--- config.mk ---
export PLATFORM = sky130hd
export DESIGN_NAME = chime_tone_gen_flat
export DESIGN_NICKNAME = d
export VERILOG_FILES = /design/src/rtl/chime_pkg.sv /design/src/rtl/chime_tone_gen_if.sv /design/src/rtl/chime_tone_gen_divider.sv /design/src/rtl/chime_tone_gen.sv /design/src/flat_wrapper.sv
export SDC_FILE = /design/constraint.sdc
export NUM_CORES = 1
export LEC_CHECK = 0
export CAP_MARGIN = 20
export CORE_MARGIN = 4
export CORE_UTILIZATION = 58
export CTS_BUF_LIST = sky130_fd_sc_hd__clkbuf_8
export DETAILED_ROUTE_END_ITERATION = 12
export PLACE_DENSITY = 0.89
export RECOVER_POWER = 25
export SETUP_SLACK_MARGIN = 0.05
export SLEW_MARGIN = 20
export SYNTH_ARGS = -nofsm -noshare
export SYNTH_HDL_FRONTEND = slang
export SYNTH_HIERARCHICAL = 1
export SYNTH_SLANG_ARGS = --single-unit
export TNS_END_PERCENT = 10
--- constraint.sdc ---
create_clock -name CLK -period 4.5 [get_ports CLK]
set_input_delay 0.675 -clock CLK [delete_from_list [all_inputs] [get_ports CLK]]
set_output_delay 0.675 -clock CLK [all_outputs]
set_load 0.02 [all_outputs]
--- src/rtl/chime_pkg.sv ---
// Shared types and constants for the chime / alarm tone generator.
package chime_pkg;

   typedef enum logic [1:0] {ST_IDLE, ST_PIP, ST_TOP, ST_ALARM} state_e;
   typedef enum logic [1:0] {TONE_SILENT, TONE_LOW, TONE_HIGH} tone_e;

   localparam logic [3:0] BCD_0 = 4'd0;
   localparam logic [3:0] BCD_5 = 4'd5;
   localparam logic [3:0] BCD_9 = 4'd9;

   function automatic logic bcd_ok(input logic [3:0] d);
      return d <= BCD_9;
   endfunction

endpackage

--- src/rtl/chime_tone_gen_if.sv ---
// Time digits, alarm controls and buzzer outputs of the chime generator.
interface chime_tone_gen_if;
   logic [3:0]  SecL, SecH, MinL, MinH, HourL, HourH;
   logic        Alarm_En;
   logic [15:0] Alarm_HM;
   logic        Stop;
   logic        Mute;
   logic        Buzzer_Out;
   logic        Alarm_Active;

   modport master (
      output SecL, SecH, MinL, MinH, HourL, HourH, Alarm_En, Alarm_HM, Stop, Mute,
      input  Buzzer_Out, Alarm_Active
   );

   modport slave (
      input  SecL, SecH, MinL, MinH, HourL, HourH, Alarm_En, Alarm_HM, Stop, Mute,
      output Buzzer_Out, Alarm_Active
   );
endinterface

--- src/rtl/chime_tone_gen_divider.sv ---
// Square-wave divider: half-period chosen by tone code, restarts on any code change.
module tone_divider
   import chime_pkg::*;
#(
   parameter int CNT_W   = 23,
   parameter int LO_HALF = 50_000,
   parameter int HI_HALF = 25_000
) (
   input  logic  CLK,
   input  logic  RSTn,
   input  tone_e tone_i,
   output logic  wave_o
);

   tone_e            tone_q;
   logic [CNT_W-1:0] cnt_q, cnt_d, half_m1;
   logic             wave_q, wave_d;

   always_comb begin
      half_m1 = (tone_i == TONE_HIGH) ? CNT_W'(HI_HALF - 1) : CNT_W'(LO_HALF - 1);
      cnt_d   = cnt_q;
      wave_d  = wave_q;
      if ((tone_i != tone_q) || (tone_i == TONE_SILENT)) begin
         cnt_d  = '0;
         wave_d = 1'b1;
      end else if (cnt_q == half_m1) begin
         cnt_d  = '0;
         wave_d = ~wave_q;
      end else begin
         cnt_d = cnt_q + CNT_W'(1);
      end
   end

   always_ff @(posedge CLK or negedge RSTn) begin
      if (!RSTn) begin
         tone_q <= TONE_SILENT;
         cnt_q  <= '0;
         wave_q <= 1'b1;
      end else begin
         tone_q <= tone_i;
         cnt_q  <= cnt_d;
         wave_q <= wave_d;
      end
   end

   assign wave_o = wave_q;

endmodule

--- src/rtl/chime_tone_gen.sv ---
// Chime and alarm tone generator: hourly pips, top-of-hour tone and warbling alarm.
module chime_tone_gen
   import chime_pkg::*;
#(
   parameter int CNT_W     = 23,
   parameter int LO_HALF   = 50_000,
   parameter int HI_HALF   = 25_000,
   parameter int PAT_CYC   = 12_500_000,
   parameter int ALARM_SEC = 60
) (
   input  logic           CLK,
   input  logic           RSTn,
   chime_tone_gen_if.slave bus
);

   logic [3:0]       sec_l_q;
   logic             tick, time_ok;
   logic             hm_match_q, sec_zero_q, top_q, pip_q;
   state_e           state_q, state_d;
   logic [7:0]       sec_cnt_q, sec_cnt_d;
   logic [CNT_W-1:0] pat_cnt_q, pat_cnt_d;
   logic             phase_q, phase_d;
   logic             ack_q, ack_d;
   logic             auto_stop, stay, enter;
   tone_e            tone_d;
   logic             wave;

   assign tick    = (bus.SecL != sec_l_q);
   assign time_ok = bcd_ok(bus.SecL) && bcd_ok(bus.SecH) && bcd_ok(bus.MinL) &&
                    bcd_ok(bus.MinH) && bcd_ok(bus.HourL) && bcd_ok(bus.HourH);

   always_ff @(posedge CLK or negedge RSTn) begin
      if (!RSTn) begin
         sec_l_q    <= '0;
         hm_match_q <= 1'b0;
         sec_zero_q <= 1'b0;
         top_q      <= 1'b0;
         pip_q      <= 1'b0;
      end else begin
         // NOTE: sequential state uses non-blocking assignments so every register samples pre-edge values.
         sec_l_q    <= bus.SecL;
         hm_match_q <= time_ok && bus.Alarm_En &&
                       ({bus.HourH, bus.HourL, bus.MinH, bus.MinL} == bus.Alarm_HM);
         sec_zero_q <= time_ok && (bus.SecH == BCD_0) && (bus.SecL == BCD_0);
         top_q      <= time_ok && (bus.MinH == BCD_0) && (bus.MinL == BCD_0) &&
                       (bus.SecH == BCD_0) && (bus.SecL == BCD_0);
         pip_q      <= time_ok && (bus.MinH == BCD_5) && (bus.MinL == BCD_9) &&
                       (bus.SecH == BCD_5);
      end
   end

   always_comb begin
      // NOTE: every combinational output gets a default first, so no path can infer a latch.
      state_d   = ST_IDLE;
      sec_cnt_d = sec_cnt_q;
      pat_cnt_d = '0;
      phase_d   = 1'b0;
      ack_d     = ack_q;
      auto_stop = 1'b0;
      stay      = 1'b0;
      tone_d    = TONE_SILENT;

      if (state_q == ST_ALARM) begin
         if (tick) sec_cnt_d = sec_cnt_q + 8'd1;
         auto_stop = tick && (sec_cnt_d == 8'(ALARM_SEC));
         stay      = !bus.Stop && bus.Alarm_En && !auto_stop;
      end
      enter = (state_q != ST_ALARM) && hm_match_q && sec_zero_q && !ack_q && !bus.Stop;

      if (stay) begin
         state_d = ST_ALARM;
         if (pat_cnt_q == CNT_W'(PAT_CYC - 1)) begin
            phase_d = ~phase_q;
         end else begin
            pat_cnt_d = pat_cnt_q + CNT_W'(1);
            phase_d   = phase_q;
         end
      end else if (enter) begin
         state_d   = ST_ALARM;
         sec_cnt_d = '0;
      end else if (top_q) begin
         state_d = ST_TOP;
      end else if (pip_q) begin
         state_d = ST_PIP;
      end

      // The acknowledge only lives as long as the alarm minute keeps matching.
      if (!hm_match_q)                 ack_d = 1'b0;
      else if (bus.Stop || auto_stop)  ack_d = 1'b1;

      // Tone follows the next state so the divider restarts on the same edge as the state.
      unique case (state_d)
         ST_IDLE:  tone_d = TONE_SILENT;
         ST_PIP:   tone_d = sec_l_q[0] ? TONE_SILENT : TONE_LOW;
         ST_TOP:   tone_d = TONE_HIGH;
         ST_ALARM: tone_d = phase_d ? TONE_LOW : TONE_HIGH;
      endcase
   end

   always_ff @(posedge CLK or negedge RSTn) begin
      if (!RSTn) begin
         state_q   <= ST_IDLE;
         sec_cnt_q <= '0;
         pat_cnt_q <= '0;
         phase_q   <= 1'b0;
         ack_q     <= 1'b0;
      end else begin
         state_q   <= state_d;
         sec_cnt_q <= sec_cnt_d;
         pat_cnt_q <= pat_cnt_d;
         phase_q   <= phase_d;
         ack_q     <= ack_d;
      end
   end

   tone_divider #(
      .CNT_W   (CNT_W),
      .LO_HALF (LO_HALF),
      .HI_HALF (HI_HALF)
   ) u_div (
      .CLK    (CLK),
      .RSTn   (RSTn),
      .tone_i (tone_d),
      .wave_o (wave)
   );

   assign bus.Buzzer_Out   = bus.Mute | wave;
   assign bus.Alarm_Active = (state_q == ST_ALARM);

endmodule

--- src/flat_wrapper.sv ---
// flat-port wrapper written by rule: the top's interface ports become plain ports
module chime_tone_gen_flat import chime_pkg::*;
#(
   parameter int CNT_W     = 23,
   parameter int LO_HALF   = 50_000,
   parameter int HI_HALF   = 25_000,
   parameter int PAT_CYC   = 12_500_000,
   parameter int ALARM_SEC = 60
)
  (CLK, RSTn, bus_SecL, bus_SecH, bus_MinL, bus_MinH, bus_HourL, bus_HourH, bus_Alarm_En, bus_Alarm_HM, bus_Stop, bus_Mute, bus_Buzzer_Out, bus_Alarm_Active);
  chime_tone_gen_if bus_i ();
  input  logic CLK;
  input  logic RSTn;
  input wire logic [$bits(bus_i.SecL)-1:0] bus_SecL;
  input wire logic [$bits(bus_i.SecH)-1:0] bus_SecH;
  input wire logic [$bits(bus_i.MinL)-1:0] bus_MinL;
  input wire logic [$bits(bus_i.MinH)-1:0] bus_MinH;
  input wire logic [$bits(bus_i.HourL)-1:0] bus_HourL;
  input wire logic [$bits(bus_i.HourH)-1:0] bus_HourH;
  input wire logic [$bits(bus_i.Alarm_En)-1:0] bus_Alarm_En;
  input wire logic [$bits(bus_i.Alarm_HM)-1:0] bus_Alarm_HM;
  input wire logic [$bits(bus_i.Stop)-1:0] bus_Stop;
  input wire logic [$bits(bus_i.Mute)-1:0] bus_Mute;
  output wire logic [$bits(bus_i.Buzzer_Out)-1:0] bus_Buzzer_Out;
  output wire logic [$bits(bus_i.Alarm_Active)-1:0] bus_Alarm_Active;
  assign bus_i.SecL = bus_SecL;
  assign bus_i.SecH = bus_SecH;
  assign bus_i.MinL = bus_MinL;
  assign bus_i.MinH = bus_MinH;
  assign bus_i.HourL = bus_HourL;
  assign bus_i.HourH = bus_HourH;
  assign bus_i.Alarm_En = bus_Alarm_En;
  assign bus_i.Alarm_HM = bus_Alarm_HM;
  assign bus_i.Stop = bus_Stop;
  assign bus_i.Mute = bus_Mute;
  assign bus_Buzzer_Out = bus_i.Buzzer_Out;
  assign bus_Alarm_Active = bus_i.Alarm_Active;
  chime_tone_gen #(.CNT_W(CNT_W), .LO_HALF(LO_HALF), .HI_HALF(HI_HALF), .PAT_CYC(PAT_CYC), .ALARM_SEC(ALARM_SEC)) u_core (.CLK(CLK), .RSTn(RSTn), .bus(bus_i));
endmodule
==> results of run 1 <==
## Yosys cell counts (all sizes together), types with 2 or more instances
library cell	instances	area share [%]
dfrtp	68	45
nor2	49	4.9
xor2	42	9.8
nand2	32	3.3
nand3	22	2.9
nor3	22	2.9
xnor2	22	5.1
nor4	16	3.0
nand4	15	2.9
o21ai	10	1.3
a211oi	8	1.6
and3	8	1.3
inv	8	0.80
clkbuf	7	0.70
or3	5	0.84
or4	5	1.0
buf	4	0.67
nand2b	4	0.67
nor2b	4	0.67
o31ai	4	0.80
a31oi	3	0.50
and4	3	0.70
ha	3	1.0
mux2i	3	0.80
nand3b	3	0.60
nor3b	3	0.60
nor4b	3	0.70
a2111oi	2	0.63
or2	2	0.33
## metrics by stage
stage / util (%) / hold slack (ns) / cell area, sq um
global placement: 68.1 / 0.454 / 4300
floorplan: - / 0.379 / 3740
finish: 71.4 / 0.479 / 4510
global route: 71.4 / 0.519 / 4510
detailed placement: 68.1 / 0.471 / 4300
CTS: 71.4 / 0.481 / 4510
## worst paths after layout
| check | from | end | slack (ns) |
|---|---|---|---|
| setup / recovery | bus_SecL[1] | u_core/u_div/wave_o | 0.64 |
| hold / removal | u_core/u_div/cnt_q[0] | u_core/u_div/cnt_q[0] | 0.48 |
| setup reg to reg | u_core/sec_cnt_q[0] | u_core/u_div/wave_o | 1.01 |
| hold reg to reg | u_core/u_div/cnt_q[0] | u_core/u_div/cnt_q[0] | 0.48 |
| max in group asynchronous | RSTn | u_core/u_div/wave_o | 2.06 |
| min in group asynchronous | RSTn | u_core/sec_cnt_q[3] | 1.04 |
## routing by layer
layer | vias to the layer above | part of all wire (%) | global-route usage (%)
met5 | - | 0 | 0
met4 | 0 | 1.9 | 7.97
met3 | 17 | 4.4 | 4.66
met2 | 80 | 51 | 38.9
met1 | 1468 | 42 | 29.7
li1 | 1501 | - | -
## cells in the final DEF, fill, tap and decap left out, types with 2 or more instances in the layout
cell type	n
nor2_1	49
xor2_1	42
nand2_1	31
o31ai_1	4
ha_1	3
nand3b_1	3
and4_1	3
or3_1	5
mux2i_1	3
nor3_1	22
or4_1	5
clkbuf_8	10
nor2b_1	4
a31oi_1	2
nand2b_1	4
nor4_2	2
nand3_1	22
clkinvlp_4	3
nor4b_1	3
clkdlybuf4s50_1	45
buf_4	5
dfrtp_1	68
nor4_1	14
a211oi_1	8
and3_1	8
o21ai_0	10
nor3b_1	3
xnor2_1	22
inv_1	8
nand4_1	14
or2_2	2
## worst max-delay path: cells and delay by family
kind / cells / cell delay (ns)
AO/OA/AOI/OAI: 3 / 1.12
AND/OR/NAND/NOR: 4 / 1.04
multiplexers: 2 / 0.62
buffers and inverters: 1 / 0.46
XOR/XNOR: 1 / 0.19
## power groups by stage
| stage | clock network, mW | registers [mW] | logic (mW) |
|---|---|---|---|
| finish | 0.514 | 0.630 | 0.0889 |
| global route | 0.558 | 0.631 | 0.0994 |
| detailed placement | 0 | 0.642 | 0.0896 |
| CTS | 0.524 | 0.630 | 0.0899 |
| floorplan | 0 | 0.641 | 0.0267 |
| global placement | 0 | 0.642 | 0.0868 |
## area by class of cell
cell class,instances,area (sq um)
Clock buffer,10,138
Clock inverter,6,70.1
Inverter,8,30.0
Sequential cell,69,1730
Timing Repair Buffer,51,492
Fill cell,480,1810
Tap cell,77,96.3
Multi-Input combinational cell,304,1950
## flip-flops by register name, summed over array words and instances, names as in the netlist
signal	count
u_core/phase_q	1
u_core/state_q	2
u_core/top_q	1
u_core/pat_cnt_q	23
u_core/u_div/cnt_q	23
u_core/ack_q	1
u_core/u_div/tone_q	2
u_core/hm_match_q	1
u_core/sec_cnt_q	8
u_core/u_div/wave_o	1
u_core/sec_l_q	4
u_core/sec_zero_q	1
u_core/pip_q	1
## kinds of logic after synthesis
| logic type | Yosys count | synth area share (%) |
|---|---|---|
| buffers and inverters | 19 | 2.17 |
| and+or+nand+nor | 199 | 28.2 |
| AOI/OAI and AO/OA | 34 | 6.38 |
| DFF | 69 | 46.2 |
| muxes | 4 | 1.10 |
| xor gates and xnor gates | 64 | 15.0 |
| adders and majority gates | 3 | 1.00 |
==> results.py, run 1 <==
metrics = {
    "logic_synthesis": {
        "syn_nets": 440,
        "syn_area_sq_um": 3740,
        "synth_flop_cell": "dfrtp_1",
        "synth-seq-cells": 69,
        "synth_edf_count": 0,
        "async_flop_share_pct": 100,
        "synthCells": 392,
        "yosysWarnings": 6,
        "yosysSeqAreaShare_pct": 46.2,
        "synth_cell_type_count": 46,
        "syn_avg_cell_area_sq_um": 9.55,
    },
    "routing": {
        "wirelength_mm": 8.07,
        "postRouteAntennaNets": 0,
        "drtIter0Drc": 199,
        "vias_per_cell": 5.84,
        "routedWlPerCell_microns": 15.4,
        "drc_errors": 0,
        "vias": 3066,
        "dr.pass1.iters": 5,
    },
    "power": {
        "p_comb_share_pct": 7.2,
        "leakage_nw": 1.73,
        "switching_power_mw": 0.286,
        "pwr-share-clk_pct": 41.7,
        "powerDensity_nw_per_um2": 274,
        "p_int_mw": 0.947,
        "netSwitchingFraction_pct": 23.2,
        "finalPower_mw": 1.23,
        "power_frac_seq_pct": 51.1,
        "ir_drop_v": 0.000220,
    },
    "clocking": {
        "postCtsResizedCells": 0,
        "clock-root-buffer": "clkbuf_8",
        "clk_latency_ns": 0.34,
        "htree_levels": 3,
        "clock_sinks": 69,
        "clkTransAtPathRegs_ns": 0.07,
        "cts_hold_buffers": 0,
        "numCtsBuffers": 9,
        "ctsLongestPathBuffers": 2,
        "post_cts_buffers": 0,
        "cts_tree": "done",
    },
    "critical_path": {
        "slowest_stage": "a2111oi_0",
        "critical_path.cell_chain": "clkdlybuf4s50_1 -> xor2_1 -> nor4_2 -> o311ai_1 -> a2111o_1 -> nand2_2 -> mux2i_1 -> nor2b_1 -> nand4_1 -> a2111oi_0 -> mux2i_1",
        "crit_type": "in2reg",
        "critPathArrivalTime_ns": 4.13,
        "cp_common_cell": "mux2i_1",
        "end_kind": "flip-flop",
        "cp-start-kind": "primary input",
        "worstRegToRegCells": 11,
        "critPathMaxStageDelay_ns": 0.55,
        "cp_max_fo": 6,
        "critical_path_required_ns": 4.77,
    },
    "floorplanning": {
        "initial_core_util_pct": 59.3,
        "rows": 29,
        "die_w_microns": 88.3,
        "die_area_sq_um": 7800,
        "ios": 47,
        "core_sq_um": 6310,
        "dieHeight_microns": 88.3,
    },
    "placed_design": {
        "place_ws_ns": 0.290,
        "dp.cells": 509,
        "routabilityCongestion": 0.836,
        "port_buffers": 46,
        "hpwl_mm": 5.92,
    },
    "timing": {
        "tightest_slew_ns": 2.36,
        "fin_skew_ns": 0.00779,
        "slew_violations": 47,
        "setup_slack_ns": 0.643,
        "layout_min_cycle_time_ns": 3.86,
        "setup_tns_ns": 0,
        "timing.slew.headroom_pct": -57.7,
        "setup_violations": 0,
        "rsz0062_at_grt": "no",
        "final.period_utilization_pct": 85.7,
        "finalHoldViolCount": 0,
        "fmax_mhz": 259,
    },
    "status": {
        "status": "complete, but fails checks",
        "violations": "capacitance limit, slew limit",
    },
    "global_route": {
        "grt_usage_pct": 23.1,
        "grt.overflow.total": 0,
        "grt_max_degree": 47,
        "grt_pass1_vias": 3086,
        "antenna_found_initial": 0,
        "grt_pass1_wl_mm": 14.2,
    },
    "run": {
        "cap_violations": 1,
    },
    "finish": {
        "fin_cells": 525,
        "diodes": 0,
        "nets": 491,
        "drive_gt1_share_pct": 6.70,
        "synthToLayoutAreaGrowth_pct": 20.4,
    },
    "min_path": {
        "min_path_type": "reg2reg",
        "hold_depth": 1,
    },
}
Note: power is estimated with default switching activity, not from simulation.
==> run 2, diff against run 1 <==
CORE_MARGIN = not set   (was 4)
==> run 2 against run 1 <==
Effect of this change:
- the run still ends with capacitance limit, slew limit left
- clock skew grew 0.0019 ns
- die area decreased by 13%
- sequential power barely moved
- register-to-register slack worse by 0.12 ns
- routed wire length grew 2.9%
- count of clock-buffer cells in the layout decreased by 1
- final cell count is 0.57% lower
- clock power up 7.0%
- largest cell class unchanged
==> results.py, run 2 (synthesis results as in run 1) <==
metrics = {
    "power": {
        "leakage_nw": 1.74,
        "p_int_mw": 0.981,
        "p_comb_share_pct": 7.0,
        "power_frac_seq_pct": 49.6,
        "pwr-share-clk_pct": 43.4,
        "netSwitchingFraction_pct": 22.7,
        "powerDensity_nw_per_um2": 282,
        "finalPower_mw": 1.27,
        "ir_drop_v": 0.000251,
        "switching_power_mw": 0.288,
    },
    "clocking": {
        "cts_tree": "done",
        "post_cts_buffers": 0,
        "ctsLongestPathBuffers": 2,
        "numCtsBuffers": 9,
        "clock-root-buffer": "clkbuf_8",
        "htree_levels": 3,
        "clkTransAtPathRegs_ns": 0.08,
        "clk_latency_ns": 0.35,
        "clock_sinks": 69,
        "postCtsResizedCells": 0,
        "cts_hold_buffers": 0,
    },
    "floorplanning": {
        "dieHeight_microns": 82.3,
        "die_area_sq_um": 6780,
        "initial_core_util_pct": 61.8,
        "die_w_microns": 82.3,
        "core_sq_um": 6060,
        "ios": 47,
        "rows": 28,
    },
    "global_route": {
        "grt_pass1_wl_mm": 14.1,
        "grt_pass1_vias": 3124,
        "grt_usage_pct": 27.8,
        "grt_max_degree": 41,
        "grt.overflow.total": 0,
        "antenna_found_initial": 0,
    },
    "placed_design": {
        "place_ws_ns": 0.309,
        "hpwl_mm": 5.79,
        "routabilityCongestion": 0.876,
        "port_buffers": 46,
        "post_dp_cell_area_sq_um": 4300,
    },
    "min_path": {
        "min_path_type": "reg2reg",
        "hold_depth": 1,
        "hold_end": "u_core/u_div/cnt_q[0]",
        "min-delay-start": "u_core/u_div/cnt_q[0]",
    },
    "routing": {
        "drc_errors": 0,
        "dr.pass1.iters": 4,
        "postRouteAntennaNets": 0,
        "drtIter0Drc": 229,
        "wirelength_mm": 8.30,
        "vias_per_cell": 5.97,
        "vias": 3118,
        "routedWlPerCell_microns": 15.9,
    },
    "finish": {
        "synthToLayoutAreaGrowth_pct": 20.4,
        "drive_gt1_share_pct": 6.26,
        "diodes": 0,
        "fin_area_sq_um": 4510,
        "final_cell_mix": "68 x dfrtp_1, 49 x nor2_1, 42 x xor2_1",
        "n_fill_cell": 405,
        "nets": 491,
        "layout_commonest_cell": "dfrtp_1",
        "reg_top3": "u_core/pat_cnt_q x23, u_core/u_div/cnt_q x23, u_core/sec_cnt_q x8",
    },
    "timing": {
        "layout_min_cycle_time_ns": 4.02,
        "timing.slew.headroom_pct": -37.0,
        "setup_violations": 0,
        "fin_skew_ns": 0.00965,
        "tightest_slew_ns": 2.05,
        "setup_slack_ns": 0.484,
        "rsz0062_at_grt": "no",
        "setup_tns_ns": 0,
        "final.period_utilization_pct": 89.2,
        "slew_violations": 72,
        "finalHoldViolCount": 0,
        "fmax_mhz": 249,
    },
    "status": {
        "status": "complete, but fails checks",
        "violations": "capacitance limit, slew limit",
    },
    "critical_path": {
        "crit_type": "in2reg",
        "cp_common_cell": "mux2i_1",
        "reg2reg_to": "u_core/u_div/wave_o",
        "cp_num_buf_inv": 1,
        "critPathMaxStageDelay_ns": 0.59,
        "critical_path_required_ns": 4.77,
        "end_kind": "flip-flop",
        "r2r_start": "u_core/sec_cnt_q[0]",
        "cp_max_fo": 6,
        "ff2ff_setup_slack_ns": 0.89,
        "cp_top_family": "compound AO/OA/AOI/OAI gates",
        "cp-start-kind": "primary input",
        "slowest_stage": "dlygate4sd3_1",
        "worstRegToRegCells": 11,
        "critPathArrivalTime_ns": 4.29,
        "critical_path.cell_chain": "dlygate4sd3_1 -> xor2_1 -> nor4_2 -> o311ai_1 -> a2111o_1 -> nand2_2 -> mux2i_1 -> nor2b_1 -> nand4_1 -> a2111oi_0 -> mux2i_1",
    },
    "run": {
        "cap_violations": 2,
    },
}
==> run 2: changes by cell type in the layout (fill, tap and decap cells not counted), sizes merged <==
| cell | delta |
|---|---|
| clkinvlp | -1 |
| clkinv | +1 |
| inv | -1 |
| buf | -1 |
| dlygate4sd3 | +4 |
| clkdlybuf4s50 | -4 |
| bufinv | +1 |
==> run 2: area by class of cell <==
cell class | instances | area [sq um] | area share [%]
Multi-Input combinational cell | 304 | 1950 | 43.3
Sequential cell | 69 | 1730 | 38.4
Timing Repair Buffer | 51 | 488 | 10.8
Clock buffer | 9 | 124 | 2.75
Tap cell | 75 | 93.8 | 2.08
Clock inverter | 6 | 88.8 | 1.97
Inverter | 8 | 30.0 | 0.666
==> run 2: per-layer routing <==
layer	global-route usage, %	part of all wire, %	vias up	wire length [microns]
met1	32.9	42	1525	3460
met2	48.5	52	81	4310
met4	13.3	1.8	0	146
met3	5.27	4.6	16	381
li1	-	-	1496	-
met5	0	0	-	0
==> run 2: power groups by stage <==
stage / combinational [mW] / clock (mW) / sequential [mW]
final: 0.0889 / 0.550 / 0.630
after detailed placement: 0.0900 / 0 / 0.642
after global routing: 0.0981 / 0.583 / 0.630
after global placement: 0.0869 / 0 / 0.642
after floorplan: 0.0267 / 0 / 0.641
after CTS: 0.0909 / 0.559 / 0.630
==> run 2: worst max-delay path by stage <==
stage	startpoint	endpoint	cells after the start
final	bus_SecL[1]	u_core/u_div/wave_o	11
after global routing	bus_SecL[1]	u_core/u_div/wave_o	11
after CTS	bus_SecL[1]	u_core/u_div/wave_o	11
after detailed placement	bus_SecL[1]	u_core/u_div/wave_o	11
after global placement	bus_SecL[1]	u_core/u_div/wave_o	11
after floorplan	bus_SecL[1]	u_core/u_div/cnt_q[2]	11
==> run 2: metrics by stage <==
step / util [%] / hold slack, ns / cells
global placement: 70.9 / 0.454 / 507
finish: 74.3 / 0.476 / 522
global route: 74.3 / 0.495 / 522
CTS: 74.4 / 0.366 / 522
detailed placement: 70.9 / 0.468 / 507
floorplan: - / 0.379 / 392
==> run 2: worst reg2reg max path, stage by stage (launching register included) <==
cell,delay (ns)
dfrtp_1,0.45
ha_1,0.33
nand2b_1,0.18
o22ai_1,0.17
nand4b_1,0.13
a2111o_1,0.42
nand2_2,0.16
mux2i_1,0.36
nor2b_1,0.28
nand4_1,0.21
a2111oi_0,0.58
mux2i_1,0.27
==> run 3, diff against run 2 <==
--- a/config.mk
+++ b/config.mk
@@ -7,11 +7,10 @@
 export LEC_CHECK = 0
 export CAP_MARGIN = 20
-export CORE_UTILIZATION = 58
+export CORE_UTILIZATION = 40
 export CTS_BUF_LIST = sky130_fd_sc_hd__clkbuf_8
 export DETAILED_ROUTE_END_ITERATION = 12
-export PLACE_DENSITY = 0.89
+export PLACE_DENSITY = 0.67
 export RECOVER_POWER = 25
 export SETUP_SLACK_MARGIN = 0.05
-export SLEW_MARGIN = 20
 export SYNTH_ARGS = -nofsm -noshare
 export SYNTH_HDL_FRONTEND = slang
==> constraint.sdc (replaced) <==
create_clock -name CLK -period 4.5 [get_ports CLK]
set_input_delay 0.9 -clock CLK [delete_from_list [all_inputs] [get_ports CLK]]
set_output_delay 0.9 -clock CLK [all_outputs]
set_load 0.02 [all_outputs]
==> run 3 against run 2 <==
Effect of this change:
- the flow still finishes with violations (capacitance limit, slew limit)
- global-route usage fell by 11 points
- via count fell by 3.0%
- combinational power barely moved
- first-iteration DRC count fell by 65%
- critical path depth did not move
- worst setup slack improved by 0.055 ns
- sequential share of layout area fell by 0.74 points
- die area rose by 44%
- clock skew barely moved
- critical endpoint unchanged
- largest power group unchanged
==> results.py, run 3 (synthesis results as in run 1) <==
metrics = {
    "status": {
        "status": "complete, but fails checks",
        "violations": "capacitance limit, slew limit",
    },
    "routing": {
        "wirelength_mm": 7.59,
        "drc_errors": 0,
        "vias_per_cell": 5.44,
        "postRouteAntennaNets": 0,
        "routedWlPerCell_microns": 13.7,
        "vias": 3023,
        "dr.pass1.iters": 4,
        "drtIter0Drc": 81,
    },
    "run": {
        "cap_violations": 1,
    },
    "floorplanning": {
        "core_sq_um": 8890,
        "dieHeight_microns": 98.7,
        "die_area_sq_um": 9750,
        "initial_core_util_pct": 42.1,
        "ios": 47,
        "rows": 34,
        "die_w_microns": 98.7,
    },
    "timing": {
        "tightest_slew_ns": 2.09,
        "finalHoldViolCount": 0,
        "fin_skew_ns": 0.00989,
        "slew_violations": 39,
        "final.period_utilization_pct": 88.0,
        "layout_min_cycle_time_ns": 3.96,
        "setup_tns_ns": 0,
        "rsz0062_at_grt": "no",
        "timing.slew.headroom_pct": -39.1,
        "setup_violations": 0,
        "fmax_mhz": 252,
    },
    "placed_design": {
        "port_buffers": 46,
        "hpwl_mm": 5.41,
        "routabilityCongestion": 0.790,
    },
    "power": {
        "powerDensity_nw_per_um2": 291,
        "switching_power_mw": 0.282,
        "netSwitchingFraction_pct": 21.1,
        "pwr-share-clk_pct": 46.3,
        "leakage_nw": 1.76,
        "power_frac_seq_pct": 47.1,
        "finalPower_mw": 1.34,
        "p_int_mw": 1.06,
        "ir_drop_v": 0.000177,
        "p_comb_share_pct": 6.6,
    },
    "clocking": {
        "clk_latency_ns": 0.34,
        "clock_sinks": 69,
        "cts_hold_buffers": 0,
        "post_cts_buffers": 0,
        "cts_tree": "done",
        "clkTransAtPathRegs_ns": 0.08,
        "clock-root-buffer": "clkbuf_8",
        "postCtsResizedCells": 0,
        "numCtsBuffers": 9,
        "ctsLongestPathBuffers": 2,
        "htree_levels": 3,
    },
    "finish": {
        "drive_gt1_share_pct": 6.47,
        "reg_top3": "u_core/pat_cnt_q x23, u_core/u_div/cnt_q x23, u_core/sec_cnt_q x8",
        "n_fill_cell": 793,
        "diodes": 0,
        "nets": 491,
        "synthToLayoutAreaGrowth_pct": 22.7,
        "final_cell_mix": "68 x dfrtp_1, 49 x nor2_1, 45 x clkdlybuf4s50_1",
        "layout_commonest_cell": "dfrtp_1",
    },
    "critical_path": {
        "cp-start-kind": "primary input",
        "end_kind": "flip-flop",
        "crit_type": "in2reg",
        "critPathArrivalTime_ns": 4.23,
        "cp_max_fo": 6,
        "worstRegToRegCells": 11,
        "critical_path_required_ns": 4.77,
    },
    "min_path": {
        "hold_depth": 1,
        "min_path_type": "reg2reg",
    },
    "global_route": {
        "grt_pass1_vias": 3036,
        "antenna_found_initial": 0,
        "grt.overflow.total": 0,
        "grt_pass1_wl_mm": 13.4,
        "grt_usage_pct": 17.1,
        "grt_max_degree": 48,
    },
}
[run 3: layer usage]
layer / track usage (%) / share of wire [%]
met1: 21.3 / 46
met2: 28.2 / 48
met3: 3.33 / 4.4
met4: 8.84 / 1.7
met5: 0 / 0
[run 3: power by group through the flow]
| stage | combinational, mW | sequential, mW | clock [mW] |
|---|---|---|---|
| floorplan | 0.0267 | 0.641 | 0 |
| global placement | 0.0887 | 0.641 | 0 |
| detailed placement | 0.0905 | 0.642 | 0 |
| CTS | 0.0907 | 0.630 | 0.638 |
| global route | 0.0987 | 0.630 | 0.660 |
| finish | 0.0886 | 0.630 | 0.620 |
[run 3: cell type report]
type	count	area [sq um]	area share (%)
tap	108	135	2.94
clock buffer	10	138	3.00
timing repair buffer	51	500	10.9
sequential	69	1730	37.6
inverter	8	30.0	0.654
clock inverter	6	110	2.40
multi-input combinational	304	1950	42.5
[run 3: final timing paths]
check / startpoint / end / slack [ns]
setup / recovery: bus_SecL[1] / u_core/u_div/wave_o / 0.54
hold / removal: u_core/u_div/cnt_q[0] / u_core/u_div/cnt_q[0] / 0.48
setup reg to reg: u_core/sec_cnt_q[0] / u_core/u_div/wave_o / 1.13
hold reg to reg: u_core/u_div/cnt_q[0] / u_core/u_div/cnt_q[0] / 0.48
max in group asynchronous: RSTn / u_core/pat_cnt_q[5] / 1.62
min in group asynchronous: RSTn / u_core/u_div/cnt_q[0] / 0.52
[run 3: critical path: stages]
cell             delay, ns
clkdlybuf4s50_1       0.47
xor2_1                0.19
nor4_2                0.37
o311ai_1              0.15
a2111o_1              0.43
nand2_2               0.15
mux2i_1               0.38
nor2b_1               0.26
nand4_1               0.19
a2111oi_0             0.49
mux2i_1               0.24
[run 3: metrics by stage]
stage	hold WS (ns)	cell area [sq um]	worst slack, ns	utilization [%]	std cells
3_5_place_dp	0.467	4340	0.147	48.9	539
6_report	0.477	4590	0.539	51.7	556
5_1_grt	0.508	4590	0.279	51.7	556
3_3_place_gp	0.461	4340	0.240	48.9	539
2_1_floorplan	0.444	3740	0.747	-	392
4_1_cts	0.481	4590	0.525	51.6	555
